===== src/rtl/tea_pkg.sv =====
// Shared types and the single-round TEA function used by the scheduler and its
// round core.
package tea_pkg;

  localparam logic [31:0] TEA_DELTA = 32'h9E3779B9;

  typedef enum logic [1:0] {
    IDLE = 2'd0,
    RUN  = 2'd1,
    DONE = 2'd2
  } tea_state_e;

  // k0 sits in the low word, matching the {k3,k2,k1,k0} request layout.
  typedef struct packed {
    logic [31:0] k3;
    logic [31:0] k2;
    logic [31:0] k1;
    logic [31:0] k0;
  } tea_key_t;

  typedef struct packed {
    logic [31:0] v0;
    logic [31:0] v1;
    logic [31:0] sum;
  } tea_block_t;

  // v1 is updated from the freshly computed v0 within the same round.
  function automatic tea_block_t tea_round(input tea_block_t cur,
                                           input tea_key_t   key,
                                           input logic [31:0] delta);
    tea_block_t nxt;
    nxt.sum = cur.sum + delta;
    nxt.v0  = cur.v0 + (((cur.v1 << 4) + key.k0) ^ (cur.v1 + nxt.sum) ^
                        ((cur.v1 >> 5) + key.k1));
    nxt.v1  = cur.v1 + (((nxt.v0 << 4) + key.k2) ^ (nxt.v0 + nxt.sum) ^
                        ((nxt.v0 >> 5) + key.k3));
    return nxt;
  endfunction

endpackage


===== src/rtl/tea_round_core.sv =====
// Iterative TEA datapath: holds v0/v1/sum and advances one round per step.
module tea_round_core
  import tea_pkg::*;
#(
  parameter logic [31:0] DELTA = TEA_DELTA
) (
  input  logic        clk,
  input  logic        reset,
  input  logic        load,
  input  logic        step,
  input  logic [31:0] load_v0,
  input  logic [31:0] load_v1,
  input  tea_key_t    key,
  output logic [31:0] v0,
  output logic [31:0] v1
);

  tea_block_t blk_q;

  always_ff @(posedge clk) begin
    if (reset) begin
      blk_q <= '0;
    end else if (load) begin
      blk_q <= '{v0: load_v0, v1: load_v1, sum: 32'd0};
    end else if (step) begin
      blk_q <= tea_round(blk_q, key, DELTA);
    end
  end

  assign v0 = blk_q.v0;
  assign v1 = blk_q.v1;

endmodule


===== src/rtl/tea_rr_scheduler.sv =====
// Round-robin front end that time-shares one iterative TEA engine between
// NUM_REQ requesters and returns id-tagged ciphertext on one response channel.
//
// state | meaning
// IDLE  | arbitrate; req_ready asserted for the granted requester
// RUN   | one TEA round per cycle until ROUNDS are done
// DONE  | resp_valid high, waiting for resp_ready
module tea_rr_scheduler
  import tea_pkg::*;
#(
  parameter int          NUM_REQ = 2,
  parameter int          ROUNDS  = 32,
  parameter logic [31:0] DELTA   = TEA_DELTA,
  localparam int         IDW     = (NUM_REQ > 1) ? $clog2(NUM_REQ) : 1
) (
  input  logic                   clk,
  input  logic                   reset,
  input  logic [NUM_REQ-1:0]     req_valid,
  output logic [NUM_REQ-1:0]     req_ready,
  input  logic [32*NUM_REQ-1:0]  req_v0,
  input  logic [32*NUM_REQ-1:0]  req_v1,
  input  logic [128*NUM_REQ-1:0] req_key,
  output logic                   resp_valid,
  input  logic                   resp_ready,
  output logic [IDW-1:0]         resp_id,
  output logic [31:0]            resp_v0,
  output logic [31:0]            resp_v1,
  output logic                   busy,
  output logic [5:0]             round_cnt
);

  if (ROUNDS < 1 || ROUNDS > 63) begin : g_bad_rounds
    $error("tea_rr_scheduler: ROUNDS must be within 1..63");
  end
  if (NUM_REQ < 2 || NUM_REQ > 4) begin : g_bad_num_req
    $error("tea_rr_scheduler: NUM_REQ must be within 2..4");
  end

  tea_state_e     state_q, state_d;
  logic [IDW-1:0] rr_ptr;
  logic [IDW-1:0] id_q;
  tea_key_t       key_q;

  logic           grant_found;
  logic [IDW-1:0] grant_id;
  logic [IDW-1:0] rr_next;
  logic [31:0]    sel_v0, sel_v1;
  tea_key_t       sel_key;
  logic           load, step;

  // Search from rr_ptr upward with wrap; the first valid requester wins.
  always_comb begin
    int idx;
    idx         = 0;
    grant_found = 1'b0;
    grant_id    = '0;
    for (int k = 0; k < NUM_REQ; k++) begin
      idx = int'(rr_ptr) + k;
      if (idx >= NUM_REQ) idx = idx - NUM_REQ;
      if (!grant_found && req_valid[idx]) begin
        grant_found = 1'b1;
        grant_id    = IDW'(idx);
      end
    end
  end

  always_comb begin
    sel_v0  = req_v0[32*int'(grant_id) +: 32];
    sel_v1  = req_v1[32*int'(grant_id) +: 32];
    sel_key = tea_key_t'(req_key[128*int'(grant_id) +: 128]);
    rr_next = (int'(grant_id) == NUM_REQ - 1) ? '0 : grant_id + IDW'(1);
  end

  always_ff @(posedge clk) begin
    if (reset) state_q <= IDLE;
    else       state_q <= state_d;
  end

  // A request can only be granted from IDLE, so any handshake implies load.
  always_comb begin
    state_d    = state_q;
    load       = 1'b0;
    step       = 1'b0;
    resp_valid = 1'b0;
    req_ready  = '0;
    case (state_q)
      IDLE: begin
        if (!reset && grant_found) begin
          req_ready[grant_id] = 1'b1;
          load                = 1'b1;
          state_d             = RUN;
        end
      end
      RUN: begin
        step = 1'b1;
        if (round_cnt == 6'(ROUNDS - 1)) state_d = DONE;
      end
      DONE: begin
        resp_valid = 1'b1;
        if (resp_ready) state_d = IDLE;
      end
      default: state_d = IDLE;
    endcase
  end

  always_ff @(posedge clk) begin
    if (reset) begin
      rr_ptr    <= '0;
      round_cnt <= 6'd0;
      id_q      <= '0;
      key_q     <= '0;
    end else if (load) begin
      rr_ptr    <= rr_next;
      round_cnt <= 6'd0;
      id_q      <= grant_id;
      key_q     <= sel_key;
    end else if (step) begin
      round_cnt <= round_cnt + 6'd1;
    end
  end

  tea_round_core #(
    .DELTA (DELTA)
  ) u_core (
    .clk     (clk),
    .reset   (reset),
    .load    (load),
    .step    (step),
    .load_v0 (sel_v0),
    .load_v1 (sel_v1),
    .key     (key_q),
    .v0      (resp_v0),
    .v1      (resp_v1)
  );

  assign resp_id = id_q;
  assign busy    = (state_q != IDLE);

endmodule


===== config.mk =====
export PLATFORM = sky130hd
export DESIGN_NAME = tea_rr_scheduler
export DESIGN_NICKNAME = d
export VERILOG_FILES = /design/src/rtl/tea_pkg.sv /design/src/rtl/tea_round_core.sv /design/src/rtl/tea_rr_scheduler.sv
export SDC_FILE = /design/constraint.sdc
export NUM_CORES = 1
export LEC_CHECK = 0
export CAP_MARGIN = 20
export CORE_MARGIN = 4
export CORE_UTILIZATION = 41
export CTS_BUF_LIST = sky130_fd_sc_hd__clkbuf_8
export DETAILED_ROUTE_END_ITERATION = 8
export PLACE_DENSITY = 0.67
export SYNTH_ARGS = -nofsm -noshare
export SYNTH_HDL_FRONTEND = slang
export SYNTH_SLANG_ARGS = --single-unit

===== constraint.sdc =====
create_clock -name clk -period 12.23 [get_ports clk]
set_input_delay 1.223 -clock clk [delete_from_list [all_inputs] [get_ports clk]]
set_output_delay 1.223 -clock clk [all_outputs]
set_load 0.05 [all_outputs]

==> results.sh, run 1 <==
export IMPL_crit_top_cell="xnor2_1"
export IMPL_hold_class="flop to flop"
export IMPL_layout_commonest_cell="clkdlybuf4s50_1"
export IMPL_die_area_mm2=0.0572
export IMPL_grt_pass1_wl_um=126000
export IMPL_num_nets_final=3657
export IMPL_cts_tree="built"
export IMPL_finClkSkew_ps=21.9
export IMPL_hold_violations=0
export IMPL_diodes=0
export IMPL_die_x_um=239
export IMPL_track_usage_pct=28.3
export IMPL_layout_drive_gt1_share_pct=4.11
export IMPL_max_slew_margin_rel_pct=37.2
export IMPL_post_drt_wl_per_cell_um=23.0
export IMPL_core_area_mm2=0.0528
export IMPL_final_core_util_pct=52.3
export IMPL_cts_buffers=44
export IMPL_dp_hpwl_um=67800
export IMPL_clock_path_buffers=3
export IMPL_synth_nets=3301
export IMPL_antenna_found_initial=0
export IMPL_crit_start="u_core.blk_q[0]"
export IMPL_reg2reg_slack_ps=1610
export IMPL_yosysTopAreaCell="dfxtp_1"
export IMPL_critPathTopFamily="compound AO/OA/AOI/OAI gates"
export IMPL_async_reset_ff_share_pct=0
export IMPL_synth_flop_cell="dfxtp_1"
export IMPL_tns_ps=0
export IMPL_die_y_um=239
export IMPL_num_vias=22500
export IMPL_mostFrequentLayoutCells="clkdlybuf4s50_1 (462), xnor2_1 (308), a21oi_1 (255)"
export IMPL_cp_end_kind="flop"
export IMPL_drt_iter0_markers=2292
export IMPL_totalWireLength_um=85900
export IMPL_syn_cell_area_mm2=0.0219
export IMPL_cts_resized=0
export IMPL_synth_edf_count=0
export IMPL_ys_top_cells_by_area="dfxtp_1 (21%), ha_1 (14%), xnor2_1 (12%)"
export IMPL_hold_buffers=0
export IMPL_fin_crit_sh_pct=86.8
export IMPL_critPathLaunchType="flop"
export IMPL_overflow=0
export IMPL_insertion_delay_ps=620
export IMPL_cp_max_fo=6
export IMPL_maxCapViolations=0
export IMPL_r2r_end="u_core.v1[31]"
export IMPL_synth_cell_types=82
export IMPL_grt_max_degree=89
export IMPL_dp_cells=3653
export IMPL_yosysSeqAreaShare_pct=21.4
export IMPL_arrival_ps=11130
export IMPL_drc_errors=0
export IMPL_critPathSlowestCell="xnor2_1"
export IMPL_slowest_delay_ps=680
export IMPL_path_clk_slew_ps=60
export IMPL_max_freq_ghz=0.0942
export IMPL_crit_type="flop to flop"
export IMPL_outcome="completed"
export IMPL_initial_core_util_pct=41.6
export IMPL_finalSetupViolations=0
export IMPL_final_area_mm2=0.0276
export IMPL_gp_congestion=0.964
export IMPL_critPathRequiredTime_ps=12740
export IMPL_yosys_register_bits=234
export IMPL_clock_sinks=234
export IMPL_endpoint="u_core.v1[31]"
export IMPL_rsz0062_at_grt="no"
export IMPL_ant_nets=0
export IMPL_slew_viol_final=0
export IMPL_post_cts_buffers=0
export IMPL_grt_pass1_vias=21500
export IMPL_dpl_instance_area_mm2=0.0267
export IMPL_synth_top_cell_area_share_pct=21.4
export IMPL_min_period_ps=10620
export IMPL_crit_cells=41
export IMPL_reg2regPathDepth=41
export IMPL_yosys_warnings=0
export IMPL_firstDrtPassIters=9
export IMPL_area_delta_synth_final_pct=25.7
export IMPL_syn_inst=2655
export IMPL_syn_avg_cell_area_um2=8.26
export IMPL_crit_buf_inv=1
export IMPL_fin_cells=3727
export IMPL_rows=84
export IMPL_port_buffers=463
export IMPL_vias_per_cell=6.04
export IMPL_io_pins=464
export IMPL_fill_cells=4955
export IMPL_root_buffer="clkbuf_8"
export IMPL_r2r_start="u_core.blk_q[0]"
export IMPL_tightest_slew_ps=939
export IMPL_cts_max_level=2
## flip-flops by register name, summed over array words and instances, names as in the netlist
| register | flops |
|---|---|
| key_q | 128 |
| u_core.blk_q | 32 |
| u_core.v0 | 32 |
| u_core.v1 | 32 |
| round_cnt | 6 |
| state_q | 2 |
| resp_id | 1 |
| rr_ptr | 1 |
## worst register-to-register path: cells and delay by family, from the launching register on
family	cells	cell delay [ps]
DFF	1	380
and+or+nand+nor	5	650
AOI/OAI and AO/OA	21	5290
xor gates and xnor gates	9	2290
buffers and inverters	1	80
adders and majority gates	5	1830
## worst min path at each step
stage / start / cells after the start / end / slack, ps
2_1_floorplan: key_q[15] / 2 / key_q[15] / 440
4_1_cts: key_q[15] / 2 / key_q[15] / 480
3_5_place_dp: key_q[15] / 2 / key_q[15] / 470
5_1_grt: resp_id / 2 / resp_id / 510
6_report: key_q[15] / 2 / key_q[15] / 490
3_3_place_gp: key_q[15] / 2 / key_q[15] / 470
## per-stage QoR
step | hold WS, ps | setup WS (ps)
floorplan | 438 | 3360
global placement | 465 | 1980
detailed placement | 466 | 1770
CTS | 485 | 1730
global route | 506 | 744
finish | 488 | 1610
## per-layer routing
metal | global-route usage (%) | vias to the layer above | part of all wire, %
li1 | - | 10600 | -
met1 | 40.3 | 10800 | 46
met2 | 44.6 | 1009 | 44
met3 | 4.99 | 129 | 8.2
met4 | 6.75 | 0 | 2.3
met5 | 0 | - | 0
## synth_stat cells (15+ instances only)
| cell type | count |
|---|---|
| xor2_1 | 93 |
| nor3_1 | 29 |
| nor2_1 | 248 |
| buf_4 | 65 |
| nand2_1 | 176 |
| o21a_1 | 31 |
| o211ai_1 | 16 |
| ha_1 | 249 |
| inv_1 | 80 |
| clkbuf_1 | 92 |
| a211oi_1 | 21 |
| and3_1 | 17 |
| nand4_1 | 15 |
| o21ai_0 | 110 |
| nor2b_1 | 24 |
| a21o_1 | 116 |
| a31oi_1 | 22 |
| xnor2_1 | 308 |
| nand3_1 | 31 |
| or3_1 | 15 |
| a21oi_1 | 256 |
| dfxtp_1 | 234 |
| nand2b_1 | 33 |
| a222oi_1 | 182 |
## logic make-up after synthesis
family | share of synthesized area (%)
xor gates and xnor gates | 16.9
buffers and inverters | 5.66
DFF | 21.4
adders and majority gates | 14.9
AOI/OAI and AO/OA | 28.2
and+or+nand+nor | 13.0
## area by class of cell
cell class                 instances  area (um2)  share of cell area, %
timing repair buffer             486        4810                   17.4
inverter                          80         300                   1.09
tap                              688         861                   3.12
clock inverter                    19         108                  0.390
multi-input combinational       2165       16100                   58.2
clock buffer                      55         757                   2.75
sequential                       234        4680                   17.0
Power of run 1 is not shown: default switching activity piles up to over one toggle a cycle in this logic, so the estimate is an artifact.
==> run 2, diff against run 1 <==
- CAP_MARGIN: 20 -> 30
- PLACE_DENSITY: 0.67 -> 0.66
- SLEW_MARGIN: not set -> 20
- SYNTH_HIERARCHICAL: not set -> 1
==> run 2 against run 1 <==
Compared with the run above:
- area after synthesis is 9.2% higher
- largest cell class unchanged
- worst setup slack better by 360 ps
- first-iteration DRC count is 9.1% lower
==> results.sh, run 2 <==
export IMPL_maxCapViolations=0
export IMPL_clock_sinks=234
export IMPL_die_y_um=250
export IMPL_synth_top_cell_area_share_pct=19.6
export IMPL_async_reset_ff_share_pct=0
export IMPL_core_area_mm2=0.0578
export IMPL_min_to="resp_id"
export IMPL_cts_max_level=2
export IMPL_synth_nets=3801
export IMPL_finalSetupViolations=0
export IMPL_syn_inst=3154
export IMPL_drt_iter0_markers=2083
export IMPL_root_buffer="clkbuf_8"
export IMPL_finClkSkew_ps=45.1
export IMPL_hp_start="resp_id"
export IMPL_num_nets_final=4150
export IMPL_post_drt_wl_per_cell_um=20.7
export IMPL_gp_congestion=0.953
export IMPL_hold_violations=0
export IMPL_path_clk_slew_ps=60
export IMPL_syn_cell_area_mm2=0.0239
export IMPL_layout_drive_gt1_share_pct=4.33
export IMPL_grt_pass1_vias=22900
export IMPL_slew_viol_final=0
export IMPL_tightest_slew_ps=1100
export IMPL_grt_pass1_wl_um=133000
export IMPL_rows=88
export IMPL_vias_per_cell=5.56
export IMPL_cts_buffers=46
export IMPL_fin_crit_sh_pct=83.8
export IMPL_grt_max_degree=133
export IMPL_min_period_ps=10250
export IMPL_synth_most_common_cell="nand2_1"
export IMPL_ant_nets=0
export IMPL_area_delta_synth_final_pct=24.0
export IMPL_max_freq_ghz=0.0975
export IMPL_crit_top_cell="a21oi_1"
export IMPL_synthTopCellsByCount="nand2_1 (458), a21oi_1 (341), xnor2_1 (309)"
export IMPL_hold_buffers=0
export IMPL_rsz0062_at_grt="no"
export IMPL_synth_area_mux_share_pct=2.10
export IMPL_cp_end_kind="flop"
export IMPL_critPathSlowestCell="xnor2_1"
export IMPL_hold_class="flop to flop"
export IMPL_outcome="completed"
export IMPL_critPathLaunchType="flop"
export IMPL_synth_cell_types=86
export IMPL_synth_flop_cell="dfxtp_1"
export IMPL_reg2regPathDepth=43
export IMPL_cp_max_fo=6
export IMPL_critPathRequiredTime_ps=12710
export IMPL_yosys_register_bits=234
export IMPL_top_register="key_q"
export IMPL_r2r_end="u_core/v1[31]"
export IMPL_firstDrtPassIters=6
export IMPL_max_slew_margin_rel_pct=25.9
export IMPL_r2r_start="u_core/blk_q[0]"
export IMPL_yosysTopAreaCell="dfxtp_1"
export IMPL_syn_avg_cell_area_um2=7.59
export IMPL_synth_adder_area_share_pct=13.7
export IMPL_totalWireLength_um=88800
export IMPL_overflow=0
export IMPL_reg2reg_slack_ps=1980
export IMPL_yosysSeqAreaShare_pct=19.6
export IMPL_initial_core_util_pct=41.4
export IMPL_port_buffers=463
export IMPL_die_x_um=250
export IMPL_synth_compound_area_share_pct=25.5
export IMPL_io_pins=464
export IMPL_synthSimpleGateAreaFrac_pct=17.8
export IMPL_dp_hpwl_um=71400
export IMPL_insertion_delay_ps=650
export IMPL_num_vias=23900
export IMPL_slowest_delay_ps=870
export IMPL_cts_tree="built"
export IMPL_mostFrequentLayoutCells="clkdlybuf4s50_1 (462), nand2_1 (458), a21oi_1 (341)"
export IMPL_synth_xor_area_share_pct=15.6
export IMPL_clock_path_buffers=3
export IMPL_ys_top_cells_by_area="dfxtp_1 (20%), ha_1 (13%), xnor2_1 (11%)"
export IMPL_yosys_warnings=6
export IMPL_track_usage_pct=27.0
export IMPL_synth_edf_count=0
export IMPL_synth_top_family_by_area="compound AO/OA/AOI/OAI gates"
export IMPL_die_area_mm2=0.0623
export IMPL_antenna_found_initial=4
export IMPL_arrival_ps=10730
export IMPL_largest_reg_flops=128
export IMPL_crit_type="flop to flop"
export IMPL_layout_commonest_cell="clkdlybuf4s50_1"
export IMPL_tns_ps=0
export IMPL_cts_resized=0
export IMPL_whs_path_depth=1
export IMPL_post_cts_buffers=0
export IMPL_drc_errors=0
-- run 2: routing by layer --
metal  global-route usage, %  vias to the layer above  share of wire, %
li1                        -                    11800                 -
met1                    38.4                    11200                47
met2                    40.8                      831                42
met3                    6.58                      150               8.6
met4                    7.32                        6               2.8
met5                       0                        -             0.046
-- run 2: critical path: cells and delay by family (launching register included) --
kind,cells,cell delay [ps]
xor+xnor,8,2270
compound gates,20,4030
fa+ha+maj,5,1710
flops,1,360
simple gates,10,1730
-- run 2: metrics by stage --
| step | instances | hold slack, ps | cell area [um2] | setup slack (ps) | utilization [%] |
|---|---|---|---|---|---|
| after detailed placement | 4220 | 439 | 28700 | 2220 | 49.7 |
| after global placement | 4220 | 432 | 28700 | 2310 | 49.7 |
| after CTS | 4300 | 452 | 29700 | 2200 | 51.4 |
| after global routing | 4301 | 490 | 29700 | 1280 | 51.4 |
| after floorplan | 3154 | 463 | 23900 | 3650 | - |
| final | 4301 | 451 | 29700 | 1980 | 51.4 |
-- run 2: worst max-delay path by stage --
stage               startpoint       endpoint  cells past startpoint
3_5_place_dp   u_core/blk_q[0]  u_core/v1[31]                     47
3_3_place_gp   u_core/blk_q[0]  u_core/v1[28]                     43
6_report       u_core/blk_q[0]  u_core/v1[31]                     43
2_1_floorplan  u_core/blk_q[0]  u_core/v1[31]                     44
4_1_cts        u_core/blk_q[0]  u_core/v1[31]                     47
5_1_grt        u_core/blk_q[0]  u_core/v1[31]                     43
-- run 2: cell families after synthesis --
group | after synthesis
AND/OR/NAND/NOR | 989
AO/OA/AOI/OAI | 933
buffers and inverters | 270
flip-flops | 234
multiplexers | 50
adder cells (fa/ha/maj) | 258
XOR/XNOR | 420
-- run 2: cell type report --
type | instances | area, um2
antenna | 1 | 2.50
tap | 765 | 957
fill | 5646 | 28100
inverter | 80 | 305
timing repair buffer | 491 | 4860
clock inverter | 25 | 188
multi-input combinational | 2650 | 17900
sequential | 234 | 4680
clock buffer | 55 | 757
Power of run 2 is left out for the same reason.
